===== src/rtl/tag_pkg.sv =====
// rtl/tag_pkg.sv - shared types and default sizes for the rename-tag allocator
package tag_pkg;

    typedef logic [7:0] tag_t;

    localparam int NUM_TAGS  = 128;
    localparam int ARCH_REGS = 32;
    localparam int FIFO_CAP  = 128;
    localparam int RQ_DEPTH  = 4;

    typedef enum logic {
        INIT = 1'b0,
        RUN  = 1'b1
    } tac_state_t;

endpackage


===== src/rtl/tag_ret_queue.sv =====
// rtl/tag_ret_queue.sv - 2-in/1-out circular buffer that serialises returned tags
module tag_ret_queue
    import tag_pkg::*;
#(
    parameter int DEPTH = 4
) (
    input  logic                   clk,
    input  logic                   reset,
    input  logic [1:0]             push,
    input  tag_t                   push_tag0,
    input  tag_t                   push_tag1,
    input  logic                   pop,
    output tag_t                   head,
    output logic                   empty,
    output logic [$clog2(DEPTH):0] free_cnt
);

    localparam int AW = $clog2(DEPTH);

    tag_t        mem [DEPTH];
    logic [AW:0] wr_ptr;
    logic [AW:0] rd_ptr;
    logic [AW:0] count;
    logic [AW:0] wr_nxt;
    logic [AW:0] n_push;
    tag_t        first_tag;

    // Pointers carry an extra wrap bit so full and empty are distinguishable.
    assign count    = wr_ptr - rd_ptr;
    assign empty    = (count == '0);
    assign free_cnt = (AW + 1)'(DEPTH) - count;
    assign head     = mem[rd_ptr[AW-1:0]];
    assign wr_nxt   = wr_ptr + (AW + 1)'(1);

    always_comb begin
        first_tag = push[0] ? push_tag0 : push_tag1;
        n_push    = (AW + 1)'(push[0]) + (AW + 1)'(push[1]);
    end

    always_ff @(posedge clk) begin
        if (push[0] || push[1]) begin
            mem[wr_ptr[AW-1:0]] <= first_tag;
        end
        if (push[0] && push[1]) begin
            mem[wr_nxt[AW-1:0]] <= push_tag1;
        end
    end

    always_ff @(posedge clk) begin
        if (reset) begin
            wr_ptr <= '0;
            rd_ptr <= '0;
        end else begin
            wr_ptr <= wr_ptr + n_push;
            if (pop && !empty) begin
                rd_ptr <= rd_ptr + (AW + 1)'(1);
            end
        end
    end

endmodule


===== src/rtl/tag_alloc_ctrl.sv =====
// rtl/tag_alloc_ctrl.sv - seeds the tag free list and shares it between rename and commit
module tag_alloc_ctrl #(
    parameter int NUM_TAGS  = tag_pkg::NUM_TAGS,
    parameter int ARCH_REGS = tag_pkg::ARCH_REGS,
    parameter int FIFO_CAP  = tag_pkg::FIFO_CAP,
    parameter int RQ_DEPTH  = tag_pkg::RQ_DEPTH
) (
    input  logic        clk,
    input  logic        reset,
    input  logic        alloc_valid,
    input  logic        alloc_two,
    output logic        alloc_grant,
    output logic [7:0]  alloc_tag0,
    output logic [7:0]  alloc_tag1,
    input  logic [1:0]  ret_valid,
    input  logic [7:0]  ret_tag0,
    input  logic [7:0]  ret_tag1,
    output logic        ret_ready,
    output logic        init_done,
    output logic [15:0] stall_cnt,
    output logic [7:0]  write_tag_source,
    output logic        write_tag,
    input  logic [7:0]  read_tag_dest_0,
    input  logic [7:0]  read_tag_dest_1,
    output logic        read_1_tag,
    output logic        read_2_tags,
    input  logic [7:0]  freespace
);

    import tag_pkg::*;

    localparam int QW = $clog2(RQ_DEPTH);

    tac_state_t  state;
    tag_t        init_ptr;
    logic        running;
    logic [8:0]  avail;
    logic [8:0]  need;
    logic [1:0]  q_push;
    logic        q_pop;
    logic        q_empty;
    tag_t        q_head;
    logic [QW:0] q_free;

    // Reset must silence the combinational handshakes in the very cycle it is raised.
    assign running = (state == RUN) && !reset;

    assign avail       = 9'(FIFO_CAP) - {1'b0, freespace};
    assign need        = alloc_two ? 9'd2 : 9'd1;
    assign alloc_grant = running && alloc_valid && (avail >= need);
    assign alloc_tag0  = alloc_grant ? read_tag_dest_0 : '0;
    assign alloc_tag1  = (alloc_grant && alloc_two) ? read_tag_dest_1 : '0;
    assign read_2_tags = alloc_grant && alloc_two;
    assign read_1_tag  = alloc_grant && !alloc_two;

    assign ret_ready = running && (q_free >= (QW + 1)'(2));
    assign q_push    = ret_ready ? ret_valid : 2'b00;
    assign q_pop     = (state == RUN) && !q_empty;

    tag_ret_queue #(
        .DEPTH(RQ_DEPTH)
    ) u_ret_queue (
        .clk      (clk),
        .reset    (reset),
        .push     (q_push),
        .push_tag0(ret_tag0),
        .push_tag1(ret_tag1),
        .pop      (q_pop),
        .head     (q_head),
        .empty    (q_empty),
        .free_cnt (q_free)
    );

    always_ff @(posedge clk) begin
        if (reset) begin
            state            <= INIT;
            init_ptr         <= tag_t'(ARCH_REGS);
            write_tag        <= 1'b0;
            write_tag_source <= '0;
            init_done        <= 1'b0;
            stall_cnt        <= '0;
        end else begin
            init_done <= (state == RUN);
            case (state)
                INIT: begin
                    write_tag        <= 1'b1;
                    write_tag_source <= init_ptr;
                    init_ptr         <= init_ptr + 8'd1;
                    if (init_ptr == tag_t'(NUM_TAGS - 1)) begin
                        state <= RUN;
                    end
                end
                RUN: begin
                    write_tag <= !q_empty;
                    if (!q_empty) begin
                        write_tag_source <= q_head;
                    end
                    if (alloc_valid && !alloc_grant && (stall_cnt != 16'hFFFF)) begin
                        stall_cnt <= stall_cnt + 16'd1;
                    end
                end
                default: state <= INIT;
            endcase
        end
    end

endmodule


===== config.mk =====
export PLATFORM = sky130hd
export DESIGN_NAME = tag_alloc_ctrl
export DESIGN_NICKNAME = d
export VERILOG_FILES = /design/src/rtl/tag_pkg.sv /design/src/rtl/tag_ret_queue.sv /design/src/rtl/tag_alloc_ctrl.sv
export SDC_FILE = /design/constraint.sdc
export NUM_CORES = 1
export LEC_CHECK = 0
export CELL_PAD_IN_SITES_DETAIL_PLACEMENT = 0
export CELL_PAD_IN_SITES_GLOBAL_PLACEMENT = 1
export CORE_ASPECT_RATIO = 0.8
export CORE_MARGIN = 4
export CORE_UTILIZATION = 42
export DETAILED_ROUTE_END_ITERATION = 8
export PLACE_DENSITY_LB_ADDON = 0.1
export SYNTH_ARGS = -nofsm -noshare
export SYNTH_HDL_FRONTEND = slang
export SYNTH_HIERARCHICAL = 1
export SYNTH_SLANG_ARGS = --single-unit

===== constraint.sdc =====
create_clock -name clk -period 7.47 [get_ports clk]
set_clock_uncertainty 0.05 [all_clocks]
set_input_delay 1.1205 -clock clk [delete_from_list [all_inputs] [get_ports clk]]
set_output_delay 1.1205 -clock clk [all_outputs]
set_load 0.1 [all_outputs]

==> impl_metrics.env, run 1 <==
export IMPL_via_per_inst=5.51
export IMPL_dr_first_iter_drc_count=239
export IMPL_num_io_pins=92
export IMPL_start_util=0.440
export IMPL_port_buffers=91
export IMPL_holdPathEnd="stall_cnt[4]"
export IMPL_r2r_end="u_ret_queue/mem[3][2]"
export IMPL_die_area_sq_um=11300
export IMPL_final_seq_area_sq_um=1820
export IMPL_crit_type="in2out"
export IMPL_setup_viol=0
export IMPL_hpwl_mm=7.00
export IMPL_nFillCells=835
export IMPL_fmax_mhz=169
export IMPL_numCtsBuffers=9
export IMPL_numPlacedInstances=564
export IMPL_cts_tree="done"
export IMPL_instances_no_fill=580
export IMPL_grt_setup_unrepaired="false"
export IMPL_power_w=0.000919
export IMPL_min_from="stall_cnt[4]"
export IMPL_syn_cell_area_sq_um=4070
export IMPL_r2r_start="u_ret_queue/wr_ptr[1]"
export IMPL_setup_ws_ns=1.56
export IMPL_timing_final_crit_period_ns=5.91
export IMPL_hold_path_class="reg2reg"
export IMPL_crit_path_start_kind="input port"
export IMPL_die_x_microns=118
export IMPL_status="finished clean"
export IMPL_rows=31
export IMPL_drtAntennaViolNets=0
export IMPL_peakVddDrop_v=0.0000925
export IMPL_cp_max_fo=19
export IMPL_die_h_microns=96.0
export IMPL_post_place_ws_ns=1.56
export IMPL_slew_violations=0
export IMPL_area_growth_syn_to_layout_pct=29.4
export IMPL_clock_path_buffers=2
export IMPL_crit_arrival_ns=4.74
export IMPL_worst_ep_required_time_ns=6.30
export IMPL_first_pass_iters=5
export IMPL_leakagePower_nw=1.82
export IMPL_cts_clk_slew_worst_paths_ns=0.06
export IMPL_cts_htree_levels=3
export IMPL_critPathCaptureType="output port"
export IMPL_hold_buffers=0
export IMPL_fin_tns_setup_ns=0
export IMPL_reg2reg_slack_ns=3.43
export IMPL_min_period_over_period=0.791
export IMPL_tightest_slew_ns=1.01
export IMPL_r2r_cells=10
export IMPL_p_per_area_nw_per_um2=175
export IMPL_clk_latency_ns=0.33
export IMPL_cts_sinks=75
export IMPL_syn_inst=376
export IMPL_grt_pass1_vias=3159
export IMPL_cts_resized=0
export IMPL_drt_wl_total_mm=9.71
export IMPL_vias=3196
export IMPL_core_area_sq_um=9230
export IMPL_cap_violations=0
export IMPL_drive_gt1_frac=0.105
export IMPL_slew_headroom=0.324
export IMPL_grt_max_degree=53
export IMPL_hold_viol=0
export IMPL_yosysWarningCount=6
export IMPL_synth_nets=434
export IMPL_place_gp_congestion=0.758
export IMPL_antenna_found_initial=0
export IMPL_drcViolationCount=0
export IMPL_grtUsageTotal=0.178
export IMPL_n_antenna_cell=0
export IMPL_cts_setup_buffers=0
export IMPL_syn_area_per_cell_sq_um=10.8
export IMPL_nets=518
export IMPL_multi_input_comb_area_sq_um=2050
export IMPL_holdPathStages=2
export IMPL_routedWlPerCell_microns=16.7
export IMPL_cts_root_buf="clkbuf_16"
export IMPL_grt_pass1_wl_mm=15.9
export IMPL_overflow=0
==> worst max path at each step <==
stage,slack [ns],startpoint,endpoint
floorplan,2.24,freespace[0],alloc_tag0[0]
global placement,1.68,freespace[0],alloc_tag1[7]
detailed placement,1.56,freespace[0],alloc_tag1[7]
CTS,1.56,freespace[0],alloc_tag1[7]
global route,1.23,freespace[0],alloc_tag1[7]
finish,1.56,freespace[0],alloc_tag1[7]
==> cell type report <==
type | instances | share of cell area
flip-flops and latches | 75 | 0.346
clock inverters | 5 | 0.0102
multi-input cells | 269 | 0.389
clock buffers | 11 | 0.0442
inverters | 13 | 0.00927
well taps | 115 | 0.0273
repair buffers | 92 | 0.174
==> sequential cells by signal (all words and copies together) (netlist names), named ones only <==
signal,flops
state,1
u_ret_queue/mem,32
stall_cnt,16
init_ptr,8
u_ret_queue/wr_ptr,3
init_done,1
write_tag,1
write_tag_source,8
u_ret_queue/rd_ptr,3
==> cell usage in the layout (no fill, tap or decap), drive strengths merged, types with 11 or more instances in the layout <==
master,instances
nor2b,11
and2,13
o2bb2ai,32
nand2,20
a21oi,13
mux2i,12
edfxtp,32
clkdlybuf4s50,90
inv,13
dfxtp,43
clkbuf,11
nor2,38
==> critical path, cell delays in order <==
cell             delay (ns)
clkdlybuf4s50_1        0.54
inv_1                  0.08
ha_1                   0.24
nor2b_1                0.15
a32oi_1                0.23
a221oi_2               0.12
a21oi_1                0.82
and3_1                 0.27
clkdlybuf4s50_1        1.15
==> per-stage QoR <==
stage	utilization	hold slack (ns)	cell area, sq um
2_1_floorplan	-	0.422	4070
3_3_place_gp	0.539	0.427	4980
3_5_place_dp	0.539	0.437	4980
4_1_cts	0.570	0.447	5260
5_1_grt	0.570	0.472	5260
6_report	0.570	0.445	5260
==> where the power goes <==
part	internal, W	switching (W)
combinational	0.0000361	0.0000340
clock	0.000257	0.000160
sequential	0.000430	0.00000252
total	0.000723	0.000196
==> metal layers <==
metal	track usage	up-vias	share of wire
met3	0.0611	2	0.070
met5	0	-	0
li1	-	1591	-
met4	0.0380	0	0.0031
met1	0.243	1491	0.48
met2	0.275	112	0.45
No activity file was read; power rests on OpenSTA's default activity.
==> run 2: changes to the inputs <==
CORE_UTILIZATION = 39   (was 42)
clock period = 6 ns   (was 7.47 ns; I/O delays follow)
==> run 2 against run 1 <==
Setup slack worse by 0.11 ns; via count up 0.59%; design area up 0.43%; die area up 7.1%; sequential share of layout area down 0.15 points; sequential power up 25%; clock power up 35%; final cell count up 4.5%; non-clock buffer count up 1; first-iteration DRC count down 17%.
==> impl_metrics.env, run 2 (same netlist as run 1, synthesis figures left out) <==
export IMPL_status="finished clean"
export IMPL_grt_max_degree=52
export IMPL_overflow=0
export IMPL_routedWlPerCell_microns=16.1
export IMPL_endpoint="alloc_tag1[5]"
export IMPL_rows=33
export IMPL_hold_viol=0
export IMPL_drt_wl_total_mm=9.77
export IMPL_start_util=0.399
export IMPL_antenna_found_initial=0
export IMPL_cts_tree="done"
export IMPL_place_gp_congestion=0.803
export IMPL_dr_first_iter_drc_count=198
export IMPL_area_growth_syn_to_layout_pct=30.0
export IMPL_largest_reg_flops=32
export IMPL_die_h_microns=99.3
export IMPL_first_pass_iters=4
export IMPL_timing_final_crit_period_ns=4.55
export IMPL_die_x_microns=122
export IMPL_num_io_pins=92
export IMPL_crit_arrival_ns=3.60
export IMPL_cts_htree_levels=3
export IMPL_clk_latency_ns=0.33
export IMPL_vias=3215
export IMPL_drcViolationCount=0
export IMPL_startpoint="freespace[0]"
export IMPL_grt_pass1_wl_mm=15.8
export IMPL_nets=519
export IMPL_leakagePower_nw=1.88
export IMPL_multi_input_comb_area_sq_um=2050
export IMPL_critPathCaptureType="output port"
export IMPL_clock_path_buffers=2
export IMPL_numCtsBuffers=9
export IMPL_hold_buffers=0
export IMPL_via_per_inst=5.31
export IMPL_whs_ns=0.452
export IMPL_hpwl_mm=7.24
export IMPL_p_per_area_nw_per_um2=225
export IMPL_fin_tns_setup_ns=0
export IMPL_crit_path_start_kind="input port"
export IMPL_die_area_sq_um=12100
export IMPL_drive_gt1_frac=0.155
export IMPL_drtAntennaViolNets=0
export IMPL_final_seq_area_sq_um=1820
export IMPL_cts_resized=0
export IMPL_cts_sinks=75
export IMPL_min_period_over_period=0.759
export IMPL_peakVddDrop_v=0.000142
export IMPL_setup_viol=0
export IMPL_n_antenna_cell=0
export IMPL_final_common_cell="clkdlybuf4s50_1"
export IMPL_grt_pass1_vias=3087
export IMPL_grt_setup_unrepaired="false"
export IMPL_r2r_start="u_ret_queue/wr_ptr[1]"
export IMPL_cap_violations=0
export IMPL_slew_headroom=0.346
export IMPL_cts_setup_buffers=0
export IMPL_final_cell_mix="clkdlybuf4s50_1 (71), dfxtp_1 (43), nor2_1 (36), o2bb2ai_1 (32), edfxtp_1 (32)"
export IMPL_worst_ep_required_time_ns=5.05
export IMPL_cts_root_buf="clkbuf_16"
export IMPL_core_area_sq_um=10200
export IMPL_crit_type="in2out"
export IMPL_slew_violations=0
export IMPL_fmax_mhz=220
export IMPL_r2r_end="u_ret_queue/mem[1][2]"
export IMPL_cp_max_fo=19
export IMPL_r2r_cells=10
export IMPL_power_w=0.00119
export IMPL_nFillCells=950
export IMPL_cts_clk_slew_worst_paths_ns=0.05
export IMPL_port_buffers=91
export IMPL_tightest_slew_ns=0.978
export IMPL_hold_path_class="reg2reg"
export IMPL_grtUsageTotal=0.165
export IMPL_reg2reg_slack_ns=2.00
[run 2: changes by cell type in the layout (fill, tap and decap cells not counted)]
cell             change
bufinv_16            +1
clkinv_4             +2
clkinvlp_2           +1
buf_4               +20
clkbuf_1             -2
clkdlybuf4s50_1     -19
clkinv_1             -1
clkinvlp_4           -2
clkinv_2             +1
[run 2: worst min path at each step]
stage / start / endpoint / cells past startpoint
after floorplan: init_ptr[7] / init_ptr[7] / 2
after global placement: stall_cnt[4] / stall_cnt[4] / 2
after detailed placement: stall_cnt[4] / stall_cnt[4] / 2
after CTS: stall_cnt[4] / stall_cnt[4] / 2
after global routing: stall_cnt[4] / stall_cnt[4] / 2
final: stall_cnt[4] / stall_cnt[4] / 2
[run 2: area by class of cell]
cell class / count / share of cell area
multi-input cells: 269 / 0.388
clock inverters: 7 / 0.0175
well taps: 140 / 0.0331
flip-flops and latches: 75 / 0.345
clock buffers: 9 / 0.0426
repair buffers: 93 / 0.165
inverters: 13 / 0.00923
[run 2: per-layer routing]
metal	vias up	routed length (microns)	track usage
met4	0	150	0.0594
li1	1607	-	-
met3	16	567	0.0381
met1	1502	4500	0.232
met2	90	4550	0.251
met5	-	0	0
[run 2: power breakdown]
part	internal [W]	total, W	switching, W	leakage (nW)
clock network	0.000362	0.000563	0.000200	0.155
registers	0.000535	0.000538	0.00000325	0.635
logic	0.0000453	0.0000881	0.0000428	1.09
total	0.000943	0.00119	0.000246	1.88
[run 2: worst max-delay path, stage by stage]
cell,delay [ns]
clkdlybuf4s50_1,0.54
inv_1,0.08
ha_1,0.24
nor2b_1,0.16
a32oi_1,0.22
a221oi_2,0.12
a21oi_1,0.77
and3_1,0.27
buf_4,0.29
[run 2: stage by stage]
step	setup WS, ns	cells	instance area, sq um	utilization
floorplan	1.21	376	4070	-
detailed placement	1.46	590	4970	0.487
global route	1.20	606	5290	0.518
finish	1.45	606	5290	0.518
CTS	1.46	606	5290	0.518
global placement	1.52	590	4970	0.487
==> run 3: changes to the inputs <==
CORE_UTILIZATION = 35   (was 39)
clock period = 3.95 ns   (was 6 ns; I/O delays follow)
==> run 3 against run 2 <==
Die area grew 11%; design area grew 5.0%; setup slack lost 1.1 ns; non-clock buffer count grew 10; global-route usage shrank 1.1 points; routed wire length grew 3.8%; register-to-register slack lost 1.5 ns; count of clock-buffer cells in the layout grew 1; sequential power grew 52%; sequential cell count is the same; combinational power grew 54%.
==> impl_metrics.env, run 3 (same netlist as run 1, synthesis figures left out) <==
export IMPL_die_x_microns=129
export IMPL_slew_headroom=0.343
export IMPL_placed_area_sq_um=5280
export IMPL_maxUsedRoutingLayer="met4"
export IMPL_multi_input_comb_area_sq_um=2050
export IMPL_largest_reg_flops=32
export IMPL_r2r_cells=11
export IMPL_cpPeakStageDelay_ns=0.57
export IMPL_routedWlPerCell_microns=16.3
export IMPL_vias=3237
export IMPL_cts_htree_levels=3
export IMPL_num_io_pins=92
export IMPL_slew_violations=0
export IMPL_nets=529
export IMPL_crit_type="in2out"
export IMPL_r2r_start="u_ret_queue/wr_ptr[1]"
export IMPL_crit_arrival_ns=2.97
export IMPL_core_area_sq_um=11100
export IMPL_timing_final_crit_period_ns=3.62
export IMPL_crit_path_start_kind="input port"
export IMPL_clk_latency_ns=0.33
export IMPL_worst_path_max_delay_cell="a21oi_2"
export IMPL_p_per_area_nw_per_um2=302
export IMPL_final_cell_mix="clkdlybuf4s50_1 (70), dfxtp_1 (43), nor2_1 (36), o2bb2ai_1 (32), edfxtp_1 (32)"
export IMPL_dr_wl_met2_mm=4.61
export IMPL_final_common_cell="clkdlybuf4s50_1"
export IMPL_first_pass_iters=4
export IMPL_numCtsBuffers=9
export IMPL_grt_setup_unrepaired="false"
export IMPL_antenna_found_initial=0
export IMPL_status="finished clean"
export IMPL_holdPathStages=2
export IMPL_holdPathEnd="init_done"
export IMPL_start_util=0.366
export IMPL_cts_clk_slew_worst_paths_ns=0.06
export IMPL_min_from="reset"
export IMPL_cts_resized=1
export IMPL_final_seq_area_sq_um=1820
export IMPL_hold_path_class="in2reg"
export IMPL_grt_pass1_vias=3240
export IMPL_setup_viol=0
export IMPL_nFillCells=1015
export IMPL_dr_first_iter_drc_count=152
export IMPL_reg2reg_slack_ns=0.55
export IMPL_drcViolationCount=0
export IMPL_min_period_over_period=0.915
export IMPL_fmax_mhz=277
export IMPL_cts_sinks=75
export IMPL_drive_gt1_frac=0.176
export IMPL_r2r_end="u_ret_queue/mem[0][5]"
export IMPL_cts_root_buf="clkbuf_16"
export IMPL_clock_path_buffers=2
export IMPL_drt_wl_total_mm=10.1
export IMPL_peakVddDrop_v=0.000289
export IMPL_cts_setup_buffers=0
export IMPL_die_area_sq_um=13400
export IMPL_wl_met1_mm=4.90
export IMPL_hold_viol=0
export IMPL_routed_wl_met3_microns=526
export IMPL_area_growth_syn_to_layout_pct=36.5
export IMPL_numPlacedInstances=604
export IMPL_tightest_slew_ns=0.982
export IMPL_overflow=0
export IMPL_grt_max_degree=52
export IMPL_hpwl_mm=7.50
export IMPL_critPathCaptureType="output port"
export IMPL_instances_no_fill=620
export IMPL_place_gp_congestion=0.796
export IMPL_grt_pass1_wl_mm=16.5
export IMPL_worst_ep_required_time_ns=3.31
export IMPL_grtUsageTotal=0.154
export IMPL_via_per_inst=5.22
export IMPL_cp_max_fo=19
export IMPL_leakagePower_nw=1.96
export IMPL_rows=34
export IMPL_drtAntennaViolNets=0
export IMPL_die_h_microns=104
export IMPL_startpoint="freespace[1]"
export IMPL_cts_tree="done"
export IMPL_cap_violations=0
export IMPL_worstPathCellList="clkdlybuf4s50_1 -> inv_1 -> ha_1 -> nor2b_1 -> a32oi_1 -> a221oi_2 -> a21oi_2 -> and3_1 -> buf_12"
export IMPL_n_antenna_cell=0
export IMPL_stdcell_area_sq_um=5550
export IMPL_hold_buffers=0
export IMPL_port_buffers=91
-- run 3: power by group --
| part | leakage (nW) | switching [W] | internal (W) |
|---|---|---|---|
| Clock | 0.132 | 0.000302 | 0.000419 |
| Sequential | 0.635 | 0.00000488 | 0.000813 |
| Combinational | 1.20 | 0.0000651 | 0.0000708 |
| Total | 1.96 | 0.000372 | 0.00130 |
-- run 3: worst max-delay path by stage --
stage               endpoint  slack (ns)  depth (start not counted)
6_report       alloc_tag1[5]        0.33                          9
5_1_grt        alloc_tag1[2]        0.08                         10
4_1_cts        alloc_tag1[5]        0.31                          9
3_5_place_dp   alloc_tag1[5]       -0.09                          9
3_3_place_gp   alloc_tag1[7]        0.02                          9
2_1_floorplan  alloc_tag0[0]        0.24                          8
-- run 3: layer usage --
layer  track usage  vias up
met3        0.0472        9
met5             0        -
met2         0.236       77
met1         0.212     1535
met4        0.0420        0
li1              -     1616
-- run 3: metrics by stage --
step	hold WS [ns]	worst slack [ns]	total power, W	util	TNS [ns]
floorplan	0.422	0.240	0.000902	-	0
global placement	0.436	0.0238	0.000969	0.476	0
detailed placement	0.450	-0.0883	0.000971	0.476	-1.03
CTS	0.413	0.307	0.00170	0.500	0
global route	0.418	0.0815	0.00174	0.500	0
finish	0.420	0.335	0.00167	0.500	0
-- run 3: area by class of cell --
type | count | share of cell area
Sequential cell | 75 | 0.328
Inverter | 13 | 0.00879
Timing Repair Buffer | 103 | 0.213
Clock buffer | 10 | 0.0413
Multi-Input combinational cell | 269 | 0.370
Clock inverter | 6 | 0.00586
Tap cell | 144 | 0.0325
-- run 3: critical path, delay by kind of cell --
family / cells / cell delay [ns]
compound gates: 3 / 0.91
buf+inv: 3 / 0.79
simple gates: 2 / 0.46
fa+ha+maj: 1 / 0.21
